## src/rtl/codec_pkg.sv

```systemverilog
// rtl/codec_pkg.sv - shared types and constants for the codec serial-audio slave
package codec_pkg;

  // Default sample width; also the number of bit clocks per LRCLK half-period.
  localparam int DATA_W_DEF = 16;

  // Bit counter must hold 0..DATA_W inclusive so a full half-frame is distinguishable.
  localparam int CNT_W_DEF = $clog2(DATA_W_DEF + 1);

  typedef enum logic [1:0] {
    SYNC = 2'd0,
    LFT  = 2'd1,
    RHT  = 2'd2
  } state_t;

  function automatic int cnt_width(input int data_w);
    return $clog2(data_w + 1);
  endfunction

endpackage

```

## src/rtl/edge_sync.sv

```systemverilog
// rtl/edge_sync.sv - multi-flop synchronizer with registered rise/fall detection
module edge_sync #(
  parameter int STAGES = 2
) (
  input  logic clk,
  input  logic rst,
  input  logic d_i,
  output logic level_o,
  output logic rise_o,
  output logic fall_o
);

  // Never fewer than two flops, whatever the caller asks for.
  localparam int N = (STAGES < 2) ? 2 : STAGES;

  logic [N-1:0] sync_q;
  logic         prev_q;
  // Fills with ones after reset; edges are suppressed until the chain and the
  // previous-sample flop both reflect the real pin, so a pin that is already
  // high at reset release is not mistaken for a rising edge.
  logic [N:0]   arm_q;

  // Shift the pin through the chain and keep one extra sample for edge compare.
  always_ff @(posedge clk or posedge rst) begin
    if (rst) begin
      sync_q <= '0;
      prev_q <= 1'b0;
      arm_q  <= '0;
    end else begin
      sync_q <= {sync_q[N-2:0], d_i};
      prev_q <= sync_q[N-1];
      arm_q  <= {arm_q[N-1:0], 1'b1};
    end
  end

  assign level_o = sync_q[N-1];
  assign rise_o  = arm_q[N] &  sync_q[N-1] & ~prev_q;
  assign fall_o  = arm_q[N] & ~sync_q[N-1] &  prev_q;

endmodule

```

## src/rtl/codec_i2s_slave.sv

```systemverilog
// rtl/codec_i2s_slave.sv - codec-side serial audio slave: SDout serializer, SDin deserializer
module codec_i2s_slave
  import codec_pkg::*;
#(
  parameter int DATA_W      = DATA_W_DEF,
  parameter int SYNC_STAGES = 2
) (
  input  logic              clk,
  input  logic              rst,
  input  logic              SCLK,
  input  logic              LRCLK,
  input  logic              SDin,
  output logic              SDout,
  input  logic [DATA_W-1:0] tx_lft,
  input  logic [DATA_W-1:0] tx_rht,
  output logic              tx_rdy,
  output logic [DATA_W-1:0] rx_lft,
  output logic [DATA_W-1:0] rx_rht,
  output logic              rx_vld,
  output logic              frame_err
);

  localparam int              CNT_W = cnt_width(DATA_W);
  localparam logic [CNT_W-1:0] FULL  = CNT_W'(DATA_W);

  logic sclk_rise, sclk_fall, sclk_level_unused;
  logic lr_rise, lr_fall, lr_level_unused;
  logic sdin_s, sdin_rise_unused, sdin_fall_unused;

  edge_sync #(.STAGES(SYNC_STAGES)) u_sclk_sync (
    .clk    (clk),
    .rst    (rst),
    .d_i    (SCLK),
    .level_o(sclk_level_unused),
    .rise_o (sclk_rise),
    .fall_o (sclk_fall)
  );

  edge_sync #(.STAGES(SYNC_STAGES)) u_lrclk_sync (
    .clk    (clk),
    .rst    (rst),
    .d_i    (LRCLK),
    .level_o(lr_level_unused),
    .rise_o (lr_rise),
    .fall_o (lr_fall)
  );

  edge_sync #(.STAGES(SYNC_STAGES)) u_sdin_sync (
    .clk    (clk),
    .rst    (rst),
    .d_i    (SDin),
    .level_o(sdin_s),
    .rise_o (sdin_rise_unused),
    .fall_o (sdin_fall_unused)
  );

  state_t              state_q, state_d;
  logic [CNT_W-1:0]    cnt_q, cnt_d;
  logic [DATA_W-1:0]   tx_sr_q, tx_sr_d;
  logic [DATA_W-1:0]   hold_rht_q, hold_rht_d;
  logic                sdout_q, sdout_d;
  logic                tx_rdy_q, tx_rdy_d;
  logic [DATA_W-1:0]   rx_sr_q, rx_sr_d;
  logic [DATA_W-1:0]   pend_lft_q, pend_lft_d;
  logic                pend_vld_q, pend_vld_d;
  logic [DATA_W-1:0]   rx_lft_q, rx_lft_d;
  logic [DATA_W-1:0]   rx_rht_q, rx_rht_d;
  logic                rx_vld_q, rx_vld_d;
  logic                frame_err_q, frame_err_d;

  // Next-state: bit-level shifting first, then LRCLK handling overrides it so a
  // coincident SCLK fall never shifts the freshly loaded word.
  always_comb begin
    state_d     = state_q;
    cnt_d       = cnt_q;
    tx_sr_d     = tx_sr_q;
    hold_rht_d  = hold_rht_q;
    sdout_d     = sdout_q;
    tx_rdy_d    = 1'b0;
    rx_sr_d     = rx_sr_q;
    pend_lft_d  = pend_lft_q;
    pend_vld_d  = pend_vld_q;
    rx_lft_d    = rx_lft_q;
    rx_rht_d    = rx_rht_q;
    rx_vld_d    = 1'b0;
    frame_err_d = frame_err_q;

    // Receive: sample on SCLK rise; bits past a full word are dropped.
    if (sclk_rise && (cnt_q != FULL)) begin
      rx_sr_d = {rx_sr_q[DATA_W-2:0], sdin_s};
      cnt_d   = cnt_q + 1'b1;
    end

    // Transmit: advance on SCLK fall; zeros follow once the word is exhausted.
    if (sclk_fall && (state_q != SYNC)) begin
      tx_sr_d = {tx_sr_q[DATA_W-2:0], 1'b0};
      sdout_d = tx_sr_q[DATA_W-2];
    end

    if (lr_rise && (state_q != LFT)) begin
      // Start of a frame: take both samples now so left and right belong together.
      state_d    = LFT;
      hold_rht_d = tx_rht;
      tx_sr_d    = tx_lft;
      sdout_d    = tx_lft[DATA_W-1];
      tx_rdy_d   = 1'b1;
      cnt_d      = '0;
      if (state_q == RHT) begin
        if (cnt_q == FULL) begin
          if (pend_vld_q) begin
            rx_lft_d = pend_lft_q;
            rx_rht_d = rx_sr_q;
            rx_vld_d = 1'b1;
          end
        end else begin
          frame_err_d = 1'b1;
        end
        pend_vld_d = 1'b0;
      end
    end else if (lr_fall && (state_q == LFT)) begin
      // Left half done: park the left word until its right partner completes.
      state_d = RHT;
      tx_sr_d = hold_rht_q;
      sdout_d = hold_rht_q[DATA_W-1];
      cnt_d   = '0;
      if (cnt_q == FULL) begin
        pend_lft_d = rx_sr_q;
        pend_vld_d = 1'b1;
      end else begin
        pend_vld_d  = 1'b0;
        frame_err_d = 1'b1;
      end
    end
  end

  // State and registered outputs; reset drops any partial words.
  always_ff @(posedge clk or posedge rst) begin
    if (rst) begin
      state_q     <= SYNC;
      cnt_q       <= '0;
      tx_sr_q     <= '0;
      hold_rht_q  <= '0;
      sdout_q     <= 1'b0;
      tx_rdy_q    <= 1'b0;
      rx_sr_q     <= '0;
      pend_lft_q  <= '0;
      pend_vld_q  <= 1'b0;
      rx_lft_q    <= '0;
      rx_rht_q    <= '0;
      rx_vld_q    <= 1'b0;
      frame_err_q <= 1'b0;
    end else begin
      state_q     <= state_d;
      cnt_q       <= cnt_d;
      tx_sr_q     <= tx_sr_d;
      hold_rht_q  <= hold_rht_d;
      sdout_q     <= sdout_d;
      tx_rdy_q    <= tx_rdy_d;
      rx_sr_q     <= rx_sr_d;
      pend_lft_q  <= pend_lft_d;
      pend_vld_q  <= pend_vld_d;
      rx_lft_q    <= rx_lft_d;
      rx_rht_q    <= rx_rht_d;
      rx_vld_q    <= rx_vld_d;
      frame_err_q <= frame_err_d;
    end
  end

  assign SDout     = sdout_q;
  assign tx_rdy    = tx_rdy_q;
  assign rx_lft    = rx_lft_q;
  assign rx_rht    = rx_rht_q;
  assign rx_vld    = rx_vld_q;
  assign frame_err = frame_err_q;

endmodule

```

## config.mk

```make
export PLATFORM = sky130hd
export DESIGN_NAME = codec_i2s_slave
export DESIGN_NICKNAME = d
export VERILOG_FILES = /design/src/rtl/codec_pkg.sv /design/src/rtl/edge_sync.sv /design/src/rtl/codec_i2s_slave.sv
export SDC_FILE = /design/constraint.sdc
export NUM_CORES = 1
export LEC_CHECK = 0
export BUFFER_PORTS_ARGS = -buffer_cell sky130_fd_sc_hd__buf_4
export CAP_MARGIN = 5
export CORE_MARGIN = 2
export CORE_UTILIZATION = 45
export CTS_CLUSTER_SIZE = 14
export DETAILED_ROUTE_END_ITERATION = 10
export GPL_TIMING_DRIVEN = 1
export PLACE_DENSITY = 0.68
export SYNTH_ARGS = -nofsm -noshare
export SYNTH_HDL_FRONTEND = slang
export SYNTH_SLANG_ARGS = --single-unit
export TNS_END_PERCENT = 30
```

## constraint.sdc

```tcl
create_clock -name clk -period 5.4 [get_ports clk]
set_input_delay 1.08 -clock clk [delete_from_list [all_inputs] [get_ports clk]]
set_output_delay 1.08 -clock clk [all_outputs]
set_load 0.1 [all_outputs]
```

==> metrics.log, run 1 <==
[metrics] Starting DRT DRC Count: 104
[metrics] htree depth: 4
[metrics] count of unique library cells instantiated by Yosys: 44
[metrics] clock network fraction of total power: 0.431
[metrics] # Post-CTS Setup Buffers: 0
[metrics] netlist area before placement: 4952 µm²
[metrics] Switching Fraction: 0.2649
[metrics] vias per inst: ~5.2
[metrics] GR Util All Layers: 0.1633
[metrics] element type at the critical path end: register
[metrics] total net switching power: slightly below 0.7 mW
[metrics] outcome: completed
[metrics] basic-gate share of the synthesized area counting and, or, nand and nor cells: 0.04800
[metrics] GP Congestion: 0.7410
[metrics] I/O pin total: 73
[metrics] setup-violating endpoint count in the final report: 0
[metrics] xor and xnor fraction of the mapped netlist area: 0.007074
[metrics] syn_nets: 372
[metrics] Core Region: 10790 µm²
[metrics] Setup crit start kind: register
[metrics] vias in the first global route: 3029
[metrics] via count: 2894
[metrics] share of the yosys chip area belonging to registers: 0.5963
[metrics] setup total negative slack: 0 ns
[metrics] Power Total: 2.538 mW
[metrics] HP Class: reg2reg
[metrics] area used by sequential logic in the layout: about 3000 µm²
[metrics] Internal Pwr Total: 1.866 mW
[metrics] first-pass GRT wire length: 14.77 mm
[metrics] data required time at the worst endpoint: 5.79 ns
[metrics] root buffer cell: clkbuf_8
[metrics] Worst Hold Margin: ~0.35 ns
[metrics] CP Max Fanout: 33
[metrics] number of clock buffers inserted by TritonCTS: 17
[metrics] post-synthesis area per instance: 14.87 µm²
[metrics] Rows: 38
[metrics] Buffers on Ports: 72
[metrics] area delta synth->final: 23.72%
[metrics] relative slew slack: 0.2493
[metrics] arrival time at the worst endpoint: 3.19 ns
[metrics] Clock Sink Count: approximately 120
[metrics] die extent in y: between 100 and 150 µm
[metrics] CTS clock-pin slew for the worst setup and hold paths: 0.06 ns
[metrics] met2 layer wire length in the routed design: ~4.1 mm
[metrics] hold violation count in the final report: 0
[metrics] number of antenna violations at the first check in global routing: 0
[metrics] mean routed wirelength per cell: 15.71 µm
[metrics] clock tree from TritonCTS: built
[metrics] final wirelength: approximately 8.7 mm
[metrics] number of gates given a new drive strength after cts: 0
[metrics] maximum buffer depth of the clock tree: 2
[metrics] Yosys warning count: 0
[metrics] PwrDens: between 400 and 500 nW/µm²
[metrics] synthesized-area fraction occupied by adder cells: 0.005053
[metrics] Post-Syn Instances: 333
[metrics] Worst-Skew Late Latency: 0.51 ns
[metrics] count of antenna-violating nets left after detailed routing: 0
[metrics] slew at the pin closest to its max-slew limit: 1.126 ns
[metrics] sum of overflow across all layers after global routing: 0
[metrics] combinational family with the most area after synthesis: multiplexers
[metrics] DRC violation count after routing: 0
[metrics] pin count of the biggest net entering global routing: 72
[metrics] sequential cell fraction of total power: 0.443
[metrics] max-capacitance violation count: 0
[metrics] mux contribution to synthesized area: 0.2135
[metrics] antenna cell count: 0
[metrics] fraction of final layout cells sized beyond drive strength 1: 0.3990
[metrics] horizontal die dimension: between 100 and 150 µm
[metrics] Peak supply drop: ~0.32 mV
[metrics] Tmin final: 2.798 ns
[metrics] routed metal-1 wire length: 4.124 mm
[metrics] share of the synthesized area in compound gates (AO/OA/AOI/OAI): 0.09070
[metrics] top layer reached by signal wires: met4
[metrics] Layout Nets: 442
[metrics] combinational share of power: 0.126
[metrics] fill cell total of the finished layout: 885
[metrics] flops & latches, synth: 118
[metrics] leakage power summed over all cells: 3.067 nW
[metrics] critical path type: reg2reg
[metrics] first-pass iteration count of the detailed router: 4
[metrics] Pins Over Slew Limit: 0
[metrics] multi-input gate area in the final layout: 1814 µm²
[metrics] largest clock skew in the final design: 0.004053 ns
[metrics] die outline area: 11860 µm²
[metrics] # hold bufs at CTS: 0
[metrics] starting density of the core: 0.4588
[metrics] achievable frequency: 357.4 MHz
[metrics] RSZ-0062 raised after global routing: false
[metrics] routed length on met3: around 360 µm
[metrics] final worst-path cycle share: 0.5181
[metrics] half-perimeter wire length after detailed placement: 5.749 mm
-- worst max-delay path: stages, from the launching register on --
cell,delay [ns]
dfrtp_1,0.42
inv_1,0.07
ha_1,0.14
nor4bb_2,0.78
nand3_4,0.71
mux2_1,0.54
-- state kept, by name, indices dropped and copies added (netlist names), 2 cells and up --
name / cells
pend_lft_q: 16
state_q: 2
tx_sr_q: 15
rx_rht: 16
hold_rht_q: 16
cnt_q: 5
u_lrclk_sync.sync_q: 2
u_sdin_sync.sync_q: 2
u_sclk_sync.sync_q: 2
rx_lft: 16
rx_sr_q: 16
u_lrclk_sync.arm_q: 2
-- cells in the mapped netlist, drive strengths merged --
library cell / number / area, µm²
o21ai: 2 / 13.76
a22oi: 15 / 112.6
and4b: 2 / 20.02
o21bai: 1 / 7.510
a31oi: 1 / 6.260
mux2: 80 / 1047
and2: 1 / 6.260
ha: 2 / 25.02
a21o: 2 / 15.01
nand4b: 5 / 43.79
and4bb: 1 / 12.51
and2b: 1 / 7.510
nand3: 3 / 27.53
conb: 1 / 3.750
o211ai: 5 / 37.54
nor4bb: 1 / 10.01
dfrtp: 118 / 2953
mux2i: 1 / 10.01
nor2: 8 / 30.03
clkbuf: 4 / 15.01
a21oi: 1 / 5.000
inv: 12 / 45.04
nand2: 4 / 22.52
xnor2: 2 / 17.52
o22ai: 15 / 93.84
or3: 1 / 6.260
nor3: 1 / 16.27
nand2b: 1 / 6.260
a2bb2oi: 11 / 96.34
buf: 18 / 131.4
nor4b: 1 / 8.760
xor2: 2 / 17.52
nor3b: 1 / 7.510
o22a: 1 / 8.760
and3: 1 / 6.260
nor2b: 1 / 6.260
a22o: 6 / 52.55
-- area by class of cell --
type	instances	share of cell area
multi-input combinational	181	0.2961
clock buffer	19	0.07208
tap	140	0.02859
sequential	118	0.4819
inverter	12	0.007760
timing repair buffer	73	0.08944
clock inverter	13	0.02410
-- cells in the final DEF, fill, tap and decap left out, types with 6 or more instances in the layout --
cell	instances
a22o_1	6
a22oi_1	15
a2bb2oi_1	11
buf_4	73
clkbuf_16	16
dfrtp_1	118
inv_1	11
mux2_1	25
mux2_2	16
mux2_4	39
nor2_1	8
o22ai_1	15
-- worst paths after layout --
check                                   endpoint  cells after the start  slack (ns)                   from
min                        u_sdin_sync.sync_q[1]                      0        0.35  u_sdin_sync.sync_q[0]
max                                   rx_lft[14]                      5        2.60               cnt_q[0]
min in group asynchronous              rx_lft[6]                      2        0.75                    rst
max reg2reg                           rx_lft[14]                      5        2.60               cnt_q[0]
min reg2reg                u_sdin_sync.sync_q[1]                      0        0.35  u_sdin_sync.sync_q[0]
max in group asynchronous             tx_sr_q[3]                      3        3.55                    rst
-- power by group through the flow --
stage                     logic, mW  registers (mW)  clock network (mW)
after floorplan               0.213            1.15                   0
after global placement        0.312            1.13                   0
after detailed placement      0.324            1.14                   0
after CTS                     0.326            1.12                1.12
after global routing          0.355            1.14                1.16
final                         0.320            1.12                1.09
-- kinds of logic (layout without fill, tap and decap cells) --
group                      after synthesis  count (layout)
AOI/OAI and AO/OA                       60              60
muxes                                   81              81
other                                    1               1
and+or+nand+nor                         33              33
xor gates and xnor gates                 4               4
buffers and inverters                   34             117
DFF                                    118             118
adders and majority gates                2               2
-- metal layers --
| layer | track usage | vias up |
|---|---|---|
| li1 | - | 1364 |
| met1 | 0.2081 | 1456 |
| met2 | 0.2609 | 64 |
| met3 | 0.05798 | 10 |
| met4 | 0.05220 | 0 |
| met5 | 0 | - |
-- per-stage QoR --
stage	utilization	instance area, µm²	setup slack [ns]	cells
3_3_place_gp	0.5131	5538	2.664	524
4_1_cts	0.5677	6127	2.584	556
2_1_floorplan	-	4952	1.191	333
3_5_place_dp	0.5131	5538	2.598	524
6_report	0.5677	6127	2.602	556
5_1_grt	0.5677	6127	2.429	556
No activity file was read; power rests on OpenSTA's default activity.
==> run 2: changes to the inputs <==
--- a/config.mk
+++ b/config.mk
@@ -5,6 +5,7 @@
 export SDC_FILE = /design/constraint.sdc
 export NUM_CORES = 1
 export LEC_CHECK = 0
+export ABC_AREA = 1
 export BUFFER_PORTS_ARGS = -buffer_cell sky130_fd_sc_hd__buf_4
 export CAP_MARGIN = 5
 export CORE_MARGIN = 2
@@ -12,7 +13,7 @@
 export CTS_CLUSTER_SIZE = 14
 export DETAILED_ROUTE_END_ITERATION = 10
 export GPL_TIMING_DRIVEN = 1
-export PLACE_DENSITY = 0.68
+export PLACE_DENSITY = 0.71
 export SYNTH_ARGS = -nofsm -noshare
 export SYNTH_HDL_FRONTEND = slang
 export SYNTH_SLANG_ARGS = --single-unit
==> constraint.sdc (replaced) <==
create_clock -name clk -period 2.45 [get_ports clk]
set_input_delay 0.49 -clock clk [delete_from_list [all_inputs] [get_ports clk]]
set_output_delay 0.49 -clock clk [all_outputs]
set_load 0.1 [all_outputs]
==> metrics.log, run 2 <==
[metrics] top cells by area in the synthesized netlist: dfrtp_1, nand2_1, nor2_1
[metrics] first-pass GRT wire length: 16.74 mm (+13%)
[metrics] horizontal die dimension: 108.0 µm (-0.81%)
[metrics] sum of overflow across all layers after global routing: 0 (unchanged)
[metrics] count of unique library cells instantiated by Yosys: 26 (-41%)
[metrics] final worst-path cycle share: 0.7243 (+0.2061)
[metrics] Post-Syn Instances: 545 (+64%)
[metrics] pin count of the biggest net entering global routing: 65 (-9.7%)
[metrics] Worst Hold Margin: 0.08698 ns (-0.2614 ns)
[metrics] share of the yosys chip area belonging to registers: 0.6064 (+0.01011)
[metrics] PwrDens: 1012 nW/µm² (+140%)
[metrics] first-pass iteration count of the detailed router: 5 (+1)
[metrics] final wirelength: 9.589 mm (+9.8%)
[metrics] DRC violation count after routing: 0 (unchanged)
[metrics] GR Util All Layers: 0.1849 (+0.02157)
[metrics] flop-to-flop setup slack: 0.68 ns (-1.93 ns)
[metrics] I/O pin total: 73 (unchanged)
[metrics] area delta synth->final: 27.77%
[metrics] Setup crit start kind: register
[metrics] post-synthesis cell type with the largest combined area: dfrtp_1
[metrics] Yosys warning count: 0 (unchanged)
[metrics] count of antenna-violating nets left after detailed routing: 0 (unchanged)
[metrics] RSZ-0062 raised after global routing: false
[metrics] mean routed wirelength per cell: 12.42 µm (-21%)
[metrics] root buffer cell: clkbuf_8
[metrics] Min-Delay Endpoint: u_lrclk_sync.sync_q[0]
[metrics] slew at the pin closest to its max-slew limit: 0.5156 ns (-0.6104 ns)
[metrics] Buffers on Ports: 72 (unchanged)
[metrics] WHS Path Cells: 1 (+1)
[metrics] syn_nets: 584 (+57%)
[metrics] hold violation count in the final report: 0 (unchanged)
[metrics] Layout Nets: 662 (+50%)
[metrics] fraction of the core area covered by cells at the end of the flow: 0.5974 (+0.02965)
[metrics] Peak supply drop: 0.4249 mV (+33%)
[metrics] proportion of register bits with asynchronous set or reset after synthesis: 1.000 (unchanged)
[metrics] antenna cell count: 0 (unchanged)
[metrics] vias in the first global route: 3690 (+22%)
[metrics] outcome: completed
[metrics] final std cell area, no fill: 6222 µm² (+1.6%)
[metrics] HP Class: in2reg
[metrics] setup-violating endpoint count in the final report: 0 (unchanged)
[metrics] most frequent cells in the layout: nand2_1, dfrtp_1, buf_4, nor2_1, inv_1
[metrics] data required time at the worst endpoint: 2.84 ns (-2.95 ns)
[metrics] r2r worst-path depth: 8 (+3)
[metrics] Pins Over Slew Limit: 0 (unchanged)
[metrics] die outline area: 11670 µm² (-1.6%)
[metrics] maximum buffer depth of the clock tree: 2 (unchanged)
[metrics] relative slew slack: 0.6558 (+0.4064)
[metrics] reg-to-reg critical path startpoint: cnt_q[0]
[metrics] cell with the most instances after synthesis: nand2_1
[metrics] vias per inst: 4.745 (-8.8%)
[metrics] number of clock buffers inserted by TritonCTS: 17 (unchanged)
[metrics] Starting DRT DRC Count: 126 (+21%)
[metrics] origin of the worst min-delay path: LRCLK
[metrics] most common cell after layout, fill and taps aside: nand2_1
[metrics] clock tree from TritonCTS: built
[metrics] Core Region: 10420 µm² (-3.5%)
[metrics] element type at the critical path end: register
[metrics] GP Congestion: 0.7783 (+5.0%)
[metrics] Tmin final: 1.774 ns (-1.023 ns)
[metrics] htree depth: 4 (unchanged)
[metrics] setup total negative slack: 0 ns (unchanged)
[metrics] die extent in y: 108.0 µm (-0.81%)
[metrics] Commonest cells post-synth: nand2_1, dfrtp_1, nor2_1
[metrics] area post-placement: 5514 µm² (-0.43%)
[metrics] netlist area before placement: 4870 µm² (-1.7%)
[metrics] # Post-CTS Setup Buffers: 0 (unchanged)
[metrics] Rows: 37 (-2.6%)
[metrics] flops & latches, synth: 118 (unchanged)
[metrics] max-capacitance violation count: 0 (unchanged)
[metrics] starting density of the core: 0.4675 (+0.008662)
[metrics] number of antenna violations at the first check in global routing: 0 (unchanged)
[metrics] post-synthesis area per instance: 8.935 µm² (-40%)
[metrics] EDFF count, synth: 0 (unchanged)
[metrics] leakage power summed over all cells: 3.240 nW (+5.6%)
[metrics] fraction of final layout cells sized beyond drive strength 1: 0.2280 (-0.1711)
[metrics] Clock Sink Count: 118 (unchanged)
[metrics] via count: 3663 (+27%)
[metrics] Synth top area share: 0.6064 (+0.01011)
[metrics] critical path type: reg2reg
[metrics] Main synth FF type: dfrtp_1
[metrics] Worst-Skew Late Latency: 0.51 ns (about the same)
[metrics] CTS clock-pin slew for the worst setup and hold paths: 0.06 ns (about the same)
[metrics] destination of the worst register-to-register timing path: rx_rht[11]
[metrics] CP Max Fanout: 25 (-24%)
[metrics] achievable frequency: 563.5 MHz (+58%)
[metrics] arrival time at the worst endpoint: 2.16 ns (-1.03 ns)
[metrics] largest clock skew in the final design: 0.008135 ns (+0.004082 ns)
[metrics] half-perimeter wire length after detailed placement: 6.463 mm (+12%)
==> run 2: cell types whose count changed after synthesis, moves of 14 or more <==
cell | before | now
a22oi_1 | 15 | 1
inv_1 | 12 | 37
mux2_1 | 25 | 0
mux2_2 | 16 | 0
mux2_4 | 39 | 0
nand2_1 | 3 | 215
nor2_1 | 8 | 58
o21ai_0 | 0 | 33
o21ai_2 | 1 | 16
o22ai_1 | 15 | 0
==> run 2: cell type report <==
type	instances	area (µm²)
Multi-Input combinational cell	361	1602
Timing Repair Buffer	83	638.1
Tap cell	136	170.2
Inverter	42	161.4
Sequential cell	118	2953
Clock buffer	18	427.9
Clock inverter	14	270.3
Fill cell	875	4194
==> run 2: cell families after synthesis <==
logic type	Yosys count	synth area share
flops	118	0.6064
xor+xnor	2	0.003598
fa+ha+maj	2	0.005138
buf+inv	66	0.06475
simple gates	294	0.2428
compound gates	62	0.07657
other cells	1	0.0007701
==> run 2: power by group <==
part | leakage, nW | switching [mW] | internal (mW)
clock network | 0.337 | 0.888 | 2.00
logic | 1.37 | 0.598 | 0.325
registers | 1.54 | 0.199 | 2.29
total | 3.24 | 1.69 | 4.61
==> run 2: worst max-delay path by stage <==
stage / start / slack, ns / end / depth (start not counted)
2_1_floorplan: rst / 0.52 / SDout / 1
3_3_place_gp: cnt_q[0] / 0.72 / rx_rht[15] / 8
3_5_place_dp: cnt_q[0] / 0.65 / rx_rht[9] / 8
4_1_cts: cnt_q[0] / 0.64 / rx_rht[11] / 8
5_1_grt: cnt_q[0] / 0.45 / rx_rht[10] / 7
6_report: cnt_q[0] / 0.68 / rx_rht[11] / 8
==> run 2: through the flow <==
step	setup WS (ns)	power, mW	instances
after floorplan	0.5186	3.178	545
after global placement	0.7244	3.387	739
after detailed placement	0.6469	3.432	739
after CTS	0.6418	6.353	772
after global routing	0.4464	6.631	772
final	0.6755	6.297	772
==> run 2: timing repair <==
action	CTS	global route
hold buffers	1	0
endpoints found under the setup margin	0	0
hold endpoints to repair	15	0
resized for setup	0	0
==> run 2: layer usage <==
metal | vias up | global-route usage | share of wire
li1 | 1839 | - | -
met1 | 1724 | 0.2330 | 0.46
met2 | 89 | 0.2960 | 0.49
met3 | 11 | 0.05485 | 0.043
met4 | 0 | 0.08242 | 0.011
met5 | - | 0 | 0
==> run 2: worst max-delay path: stages, from the launching register on <==
cell	delay (ns)
dfrtp_1	0.39
inv_1	0.10
ha_1	0.15
nand3_1	0.12
nor2_1	0.14
nand2_2	0.27
buf_4	0.33
nand2_1	0.08
o21ai_0	0.07
==> run 3: changes to the inputs <==
==> constraint.sdc (replaced) <==
create_clock -name clk -period 1.5 [get_ports clk]
set_input_delay 0.3 -clock clk [delete_from_list [all_inputs] [get_ports clk]]
set_output_delay 0.3 -clock clk [all_outputs]
set_load 0.1 [all_outputs]
==> metrics.log, run 3 (synthesized netlist as in run 2, its figures left out) <==
[metrics] Worst-Skew Late Latency: 0.51 ns (about the same)
[metrics] setup-violating endpoint count in the final report: 0 (unchanged)
[metrics] Top delay family on crit path: flip-flops
[metrics] Clock Sink Count: 118 (unchanged)
[metrics] final wirelength: 10.54 mm (+9.9%)
[metrics] outcome: completed
[metrics] final worst-path cycle share: 0.9853
[metrics] HP Class: in2reg
[metrics] hold violation count in the final report: 0 (unchanged)
[metrics] number of clock buffers inserted by TritonCTS: 17 (unchanged)
[metrics] root buffer cell: clkbuf_8
[metrics] Starting DRT DRC Count: 221 (+75%)
[metrics] htree depth: 4 (unchanged)
[metrics] Worst Path Buf+Inv: 1 (-1)
[metrics] Layout Nets: 702 (+6.0%)
[metrics] Power Total: 9.789 mW (+55%)
[metrics] Tmin final: roughly 1.5 ns
[metrics] I/O pin total: 73 (unchanged)
[metrics] vias per inst: 4.752 (+0.16%)
[metrics] setup total negative slack: 0 ns (unchanged)
[metrics] fraction of final layout cells sized beyond drive strength 1: 0.2678 (+0.03976)
[metrics] via count: 3859 (+5.4%)
[metrics] critical path type: reg2out
[metrics] Worst Hold Margin: 0.07114 ns (-0.01584 ns)
[metrics] pre-CTS setup slack: -0.02326 ns (-0.6702 ns)
[metrics] die extent in y: 108.0 µm (unchanged)
[metrics] post-route non-filler standard cell count: 812 (+5.2%)
[metrics] count of antenna-violating nets left after detailed routing: 0 (unchanged)
[metrics] maximum buffer depth of the clock tree: 2 (unchanged)
[metrics] Core Region: 10420 µm² (unchanged)
[metrics] CP Max Fanout: 2 (-92%)
[metrics] pin count of the biggest net entering global routing: 39 (-40%)
[metrics] fraction of the core area covered by cells at the end of the flow: 0.6450 (+0.04769)
[metrics] leakage power summed over all cells: 3.473 nW (+7.2%)
[metrics] Buffers on Ports: 72 (unchanged)
[metrics] horizontal die dimension: 108.0 µm (unchanged)
[metrics] Setup crit start kind: register
[metrics] slack of the critical path: 0.02199 ns (-0.6535 ns)
[metrics] half-perimeter wire length after detailed placement: 6.671 mm (+3.2%)
[metrics] GR Util All Layers: 0.1936 (+0.008790)
[metrics] Peak supply drop: 0.6706 mV (+58%)
[metrics] final std cell area, no fill: 6719 µm² (+8.0%)
[metrics] sum of overflow across all layers after global routing: 0 (unchanged)
[metrics] achievable frequency: roughly 680 MHz
[metrics] clock tree from TritonCTS: built
[metrics] DRC violation count after routing: 0 (unchanged)
[metrics] arrival time at the worst endpoint: 1.18 ns (-0.98 ns)
[metrics] biggest cell delay along the critical path: 0.37 ns (-0.02 ns)
[metrics] vias in the first global route: 3831 (+3.8%)
[metrics] number of cells in the design after placement: 753 (+1.9%)
[metrics] largest clock skew in the final design: 0.008927 ns (+0.0007921 ns)
[metrics] CTS clock-pin slew for the worst setup and hold paths: 0.06 ns (about the same)
[metrics] Pins Over Slew Limit: 0 (unchanged)
[metrics] die outline area: 11670 µm² (unchanged)
[metrics] data required time at the worst endpoint: 1.20 ns (-1.64 ns)
[metrics] number of antenna violations at the first check in global routing: 0 (unchanged)
[metrics] slowest library cell on the worst path: dfrtp_1
[metrics] element type at the critical path end: primary output
[metrics] first-pass iteration count of the detailed router: 4 (-1)
[metrics] area delta synth->final: 37.98%
[metrics] PwrDens: 1457 nW/µm² (+44%)
[metrics] RSZ-0062 raised after global routing: true
[metrics] GP Congestion: 0.7887 (+1.3%)
[metrics] antenna cell count: 0 (unchanged)
[metrics] most common cell after layout, fill and taps aside: nand2_1
[metrics] max-capacitance violation count: 0 (unchanged)
[metrics] mean routed wirelength per cell: 12.98 µm (+4.5%)
[metrics] starting density of the core: 0.4675 (unchanged)
[metrics] most frequent cells in the layout: nand2_1, dfrtp_1, buf_4, nor2_1, inv_1
[metrics] Rows: 37 (unchanged)
[metrics] cell chain of the critical path: buf_4
[metrics] area post-placement: 5657 µm² (+2.6%)
[metrics] first-pass GRT wire length: 17.66 mm (+5.5%)
[run 3: cell count changes in the layout (fill, tap and decap cells not counted), moves of 4 or more]
cell,delta
o21ai_0,-12
bufinv_16,-4
nand2_1,-7
o21ai_1,+11
dlygate4sd3_1,+19
buf_6,+19
buf_4,-5
nand2_2,+5
[run 3: report_power, final]
| part | switching, mW | leakage [nW] | internal (mW) |
|---|---|---|---|
| combinational | 1.03 | 1.65 | 0.643 |
| sequential | 0.325 | 1.53 | 3.74 |
| clock | 1.47 | 0.292 | 2.59 |
| total | 2.82 | 3.47 | 6.97 |
[run 3: cell type report]
class / count / area (µm²)
sequential: 118 / 2954
inverter: 42 / 168.9
fill: 870 / 3697
multi-input combinational: 361 / 1658
clock inverter: 14 / 172.7
tap: 136 / 170.2
clock buffer: 18 / 427.9
timing repair buffer: 123 / 1167
[run 3: layer usage]
layer  part of all wire  up-vias  GRT usage
met5                  0        -          0
met4             0.0050        0    0.06593
met3              0.042        6    0.04762
met2               0.52       90     0.3329
met1               0.44     1837     0.2390
li1                   -     1926          -
[run 3: worst paths after layout]
path                                        from              endpoint  slack (ns)  cells past startpoint
max                                    rx_rht[9]             rx_rht[9]        0.02                      1
min                                    tx_lft[0]            tx_sr_q[0]        0.07                      3
max reg2reg                             cnt_q[0]            rx_rht[13]        0.02                      8
min reg2reg                u_lrclk_sync.arm_q[0]  u_sclk_sync.arm_q[1]        0.35                      0
max in group asynchronous                    rst            state_q[0]        0.60                      4
min in group asynchronous                    rst             rx_rht[4]        0.35                      3
[run 3: worst register-to-register path: stages, from the launching register on]
cell and delay [ns]:
dfrtp_1 0.41, inv_2 0.08, ha_1 0.16, nand3_2 0.13
nor2_4 0.13, nand2_4 0.13, clkbuf_16 0.21, nand2_1 0.06
o21ai_1 0.07
[run 3: what timing repair did]
action	in CTS	in global routing
buffers inserted	0	2
endpoints found under the hold margin	31	0
pin swaps	1	3
gates resized for setup	6	48
hold buffers	20	0
gates cloned	1	4
setup endpoints to repair	33	67
